===== config.mk =====
export PLATFORM = sky130hd
export DESIGN_NAME = uart_tx_queue
export DESIGN_NICKNAME = d
export VERILOG_FILES = /design/src/rtl/uart_tx_queue.sv
export SDC_FILE = /design/constraint.sdc
export NUM_CORES = 1
export LEC_CHECK = 0
export CAP_MARGIN = 5
export CORE_ASPECT_RATIO = 2
export CORE_UTILIZATION = 50
export CTS_CLUSTER_DIAMETER = 150
export CTS_CLUSTER_SIZE = 12
export DETAILED_ROUTE_END_ITERATION = 7
export GPL_TIMING_DRIVEN = 0
export PLACE_DENSITY = 0.74
export SETUP_SLACK_MARGIN = 0.5
export SLEW_MARGIN = 40
export SYNTH_ARGS = -nofsm -noshare
export SYNTH_HDL_FRONTEND = slang
export SYNTH_SLANG_ARGS = --single-unit

===== constraint.sdc =====
create_clock -name clock -period 2.8 [get_ports clock]
set_input_delay 0.42 -clock clock [delete_from_list [all_inputs] [get_ports clock]]
set_output_delay 0.42 -clock clock [all_outputs]
set_load 0.005 [all_outputs]

===== src/rtl/uart_tx_queue.sv =====
// Transmit byte queue between the bus side and the UART shifter, with occupancy,
// watermark interrupt-pending and sticky overflow. Optional flush: UART_TXQ_FLUSH_EN.
module uart_tx_queue #(
    parameter  int DEPTH = 8,
    localparam int CW    = $clog2(DEPTH) + 1
) (
    input  logic          clock,
    input  logic          reset,
    input  logic          io_enq_valid,
    output logic          io_enq_ready,
    input  logic [7:0]    io_enq_bits,
    output logic          io_deq_valid,
    input  logic          io_deq_ready,
    output logic [7:0]    io_deq_bits,
    output logic [CW-1:0] io_count,
    input  logic [CW-1:0] io_txwm,
    output logic          io_ip_txwm,
    output logic          io_ovf,
`ifdef UART_TXQ_FLUSH_EN
    input  logic          io_flush,
`endif
    input  logic          io_ovf_clr
);
    localparam int AW = $clog2(DEPTH);

    // Handshakes: a transfer happens on a rising clock edge exactly when valid and
    // ready are both high; valid never depends on ready on either side.
    logic [7:0]    mem [DEPTH];
    logic [AW-1:0] enq_ptr;
    logic [AW-1:0] deq_ptr;
    logic          maybe_full;
    logic          ptr_match;
    logic          empty;
    logic          full;
    logic          do_enq;
    logic          do_deq;
    logic          flush_req;
    logic          ovf_set;
    logic          ovf;

`ifdef UART_TXQ_FLUSH_EN
    assign flush_req = io_flush;
`else
    assign flush_req = 1'b0;
`endif

    assign ptr_match    = (enq_ptr == deq_ptr);
    assign empty        = ptr_match & ~maybe_full;
    assign full         = ptr_match & maybe_full;

    // Flush blocks both sides so nothing moves in the cycle the pointers are cleared.
    assign io_enq_ready = ~full & ~flush_req;
    assign io_deq_valid = ~empty & ~flush_req;
    assign io_deq_bits  = mem[deq_ptr];

    assign do_enq       = io_enq_valid & io_enq_ready;
    assign do_deq       = io_deq_valid & io_deq_ready;

    assign io_count     = full ? CW'(DEPTH) : {1'b0, enq_ptr - deq_ptr};
    assign io_ip_txwm   = (io_count < io_txwm);

    assign ovf_set      = io_enq_valid & ~io_enq_ready & ~flush_req;
    assign io_ovf       = ovf;

    always_ff @(posedge clock or posedge reset) begin
        if (reset) begin
            enq_ptr    <= '0;
            deq_ptr    <= '0;
            maybe_full <= 1'b0;
        end else if (flush_req) begin
            enq_ptr    <= '0;
            deq_ptr    <= '0;
            maybe_full <= 1'b0;
        end else begin
            if (do_enq) enq_ptr <= enq_ptr + 1'b1;
            if (do_deq) deq_ptr <= deq_ptr + 1'b1;
            if (do_enq != do_deq) maybe_full <= do_enq;
        end
    end

    // Storage is deliberately left unreset; only the pointers define what is valid.
    always_ff @(posedge clock) begin
        if (do_enq) mem[enq_ptr] <= io_enq_bits;
    end

    always_ff @(posedge clock or posedge reset) begin
        if (reset)           ovf <= 1'b0;
        else if (ovf_set)    ovf <= 1'b1;
        else if (io_ovf_clr) ovf <= 1'b0;
    end
endmodule

==> summary.md <==
| Metric | Value |
|---|---|
| Area leader, netlist | edfxtp_1 |
| Xor/xnor cell area share of the yosys netlist | under 10% |
| Number of global-route vias before repair | ~2.1k |
| Die Y | about 110 um |
| Reg2reg end | mem[1][2] |
| Syn nets | approximately 200 |
| Post-DP HPWL | approximately 4.5 mm |
| Top Ports | 33 |
| Post-synthesis adder-cell area fraction | 3.40% |
| Flops & latches, synth | just over 70 |
| Reg-to-reg startpoint | deq_ptr[1] |
| FP Rows | 40 |
| Crit start category | register |
| Max Slew Vio Count | 0 |
| Peak fanout along the critical path | 3 |
| Family with the most delay on the worst path | adder cells |
| Nets | ~280 |
| Ys flop type | edfxtp_1 |
| CTS buffer count | 9 |
| Post-route ant nets | 0 |
| PortBufs | 31 |
| Reg2Reg Depth | 11 |
| First-pass GRT wire length | 11.0 mm |
| Cts hold-fix bufs | 0 |
| GP Congestion | between 0.7 and 0.8 |
| Fill cells | roughly 360 |
| CTS clk-pin slew, worst paths | ~0.060 ns |
| Synth async-reset ratio | 11.1% |
| Slew Limit Headroom | between 40 and 50% |
| Synth top area share | around three fifths |
| Area Growth Syn to Fin | 38.5% |
| FF-to-FF setup slack | roughly 0.42 ns |
| Synth cell types | 39 |
| CP required | 2.38 ns |
| Clock Sinks | slightly above 70 |
| Vias/cell | 5.65 |
| Total Wirelength | ~7.4 mm |
| Pwr dens | 1280 nW/um^2 |
| Worst-path cell chain | buf_8, buf_12, inv_6, fa_2, xor2_2, nor2_2, ha_1, nand2_1, o21a_1, buf_2 |
| Final Hold Vio Count | 0 |
| Clock root cell | clkbuf_16 |
| Area of the mapped netlist | about 3200 um^2 |
| Sequential cell area | 2120 um^2 |
| Warnings, synthesis | 0 |
| Skew-Pair Late Insertion Delay | ~0.33 ns |
| Final setup fails | 0 |
| Crit Path Class | reg -> out |
| Compound-cell area share of the yosys netlist | ~2.7% |
| Gate Count Post-Synth | 172 |
| Status | completed |
| CTS Buffer Depth | 2 |
| Iter 0 DRT Violations | 96 |
| Setup TNS | 0 ns |
| Hold Path Class | in -> async |
| Share of layout cells above drive strength 1 | between 40% and 50% |
| Initial core utilization | 52.2% |
| Core area | roughly 6100 um^2 |
| Post-synthesis sequential area ratio | approximately two thirds |
| DR pass1 iterations | 4 |
| Commonest cells post-synth | 64 x edfxtp_1, 12 x inv_1, 9 x nand2_1 |
| Crit path max-delay cell type | dfrtp_1 |
| Die area | 6670 um^2 |
| Largest net degree at the start of global routing | 13 |
| Mux contribution to synthesized area | about 17% |
| Largest family of logic cells by synthesized area | multiplexers |
| GR Overflow Total | 0 |
| CTS tree | yes |
| CP Capture Type | output pin |
| Multi-input logic area | about 1100 um^2 |
| Die X | between 50 and 60 um |
| DR DRC count | 0 |
| Top-count cell post-synth | edfxtp_1 |
| Post-synth EDFFs | 64 |
| Design area | approximately 4400 um^2 |
| Diodes inserted | 0 |
| Arr. time, crit path | roughly 2.3 ns |
| Total number of vias | around 1.9k |
| Max Cap Viol | 0 |
| Min Tclk post-route | ~2.7 ns |
| Max Freq | 368 MHz |
| RSZ-0062 raised after global routing | true |
| Tcrit/Tclk final | 96.9% |
| Pleak | 1.61 nW |
| Tightest Pin Transition | approximately 0.86 ns |
| Gr usage total | 24.3% |
| Worst path max stage delay | ~0.39 ns |
| Peak supply drop | ~0.0013 V |
| Avg WL per Cell | 21.7 um |
| H-Tree Depth | 3 |
| Simple-Gate Fraction of Synth Area | 4.75% |
| Initial antenna violation count | 0 |
| CP Buf/Inv Count | 4 |
| Synth top area cells | edfxtp_1 61%, mux4_1 6.6%, dfrtp_1 6.3% |
| Placed cell areas | about 3700 um^2 |
| Mapped Avg Cell Area | roughly 18 um^2 |
| Max Clock Skew | between 0.006 and 0.007 ns |
==> power breakdown <==
group / leakage (nW) / internal, mW / switching (mW)
sequential: 0.675 / 1.39 / 0.140
clock: 0.136 / 0.679 / 0.407
combinational: 0.798 / 1.69 / 1.29
==> metal layers <==
| layer | routed length, um | track usage, % | vias to the layer above |
|---|---|---|---|
| li1 | - | - | 836 |
| met1 | 2370 | 24.1 | 977 |
| met2 | 4420 | 44.8 | 91 |
| met3 | 350 | 6.21 | 27 |
| met4 | 293 | 12.4 | 0 |
| met5 | 0 | 0 | - |
==> layout make-up <==
class	instances	area share, %
buffer	8	1.54
clock buffer	9	5.14
clock inverter	7	1.43
inverter	12	1.14
multi-input combinational	80	24.7
sequential	72	48.5
tap	84	2.40
timing repair buffer	70	15.1
==> per-stage QoR <==
stage               hold slack (ns)  power (mW)  setup slack [ns]  utilization (%)  cells
floorplan                     0.236        2.73             0.410                -    172
global placement              0.504        3.41            -0.342             59.6    287
detailed placement            0.522        3.58            -0.283             60.5    290
CTS                           0.351        5.17             0.142             69.4    327
global route                  0.411        5.84            0.0374             72.3    342
finish                        0.355        5.59            0.0861             72.3    342
==> worst reg2reg max path: stages, from the launching register on <==
cell and delay, ns:
dfrtp_1 0.41, buf_8 0.14, buf_12 0.13, inv_6 0.06
ha_4 0.21, nand3_4 0.10, nor2_4 0.05, buf_4 0.14
buf_4 0.13, buf_6 0.13, nor4_4 0.35, buf_4 0.24
==> logic make-up after synthesis <==
group | after synthesis
flops | 72
fa+ha+maj | 8
xor+xnor | 4
mux | 26
compound gates | 12
simple gates | 30
buf+inv | 20
==> flip-flops by register name, indices dropped and copies added, names as in the netlist <==
signal,count
deq_ptr,3
maybe_full,1
io_ovf,1
mem,64
enq_ptr,3
==> worst max path at each step <==
stage                           from         end  slack [ns]  cells after the start
after floorplan           deq_ptr[1]   mem[4][0]        0.41                      7
after global placement    deq_ptr[1]   mem[4][2]       -0.34                      7
after detailed placement  deq_ptr[1]  io_ip_txwm       -0.28                     11
after CTS                 enq_ptr[0]  io_ip_txwm        0.14                     10
after global routing      deq_ptr[1]  io_ip_txwm        0.04                     10
final                     deq_ptr[1]  io_ip_txwm        0.09                     10
==> layout by cell type, fill, tap and decap left out, types with 3 or more instances in the layout <==
cell type and n:
mux2_4 8, ha_4 3, inv_1 9, ha_1 4
nor4_4 3, clkbuf_16 9, buf_2 4, nand2_1 9
buf_6 20, edfxtp_1 64, buf_4 25, clkdlybuf4s50_1 17
mux4_2 15, dfrtp_1 6, buf_8 3, nor3_4 4
==> repair_timing <==
item,in CTS,in global routing
endpoints found under the setup margin,67,54
gates resized for setup,87,22
pin swaps,12,5
buffers inserted,21,15
Power figures use the tool's default switching activity.
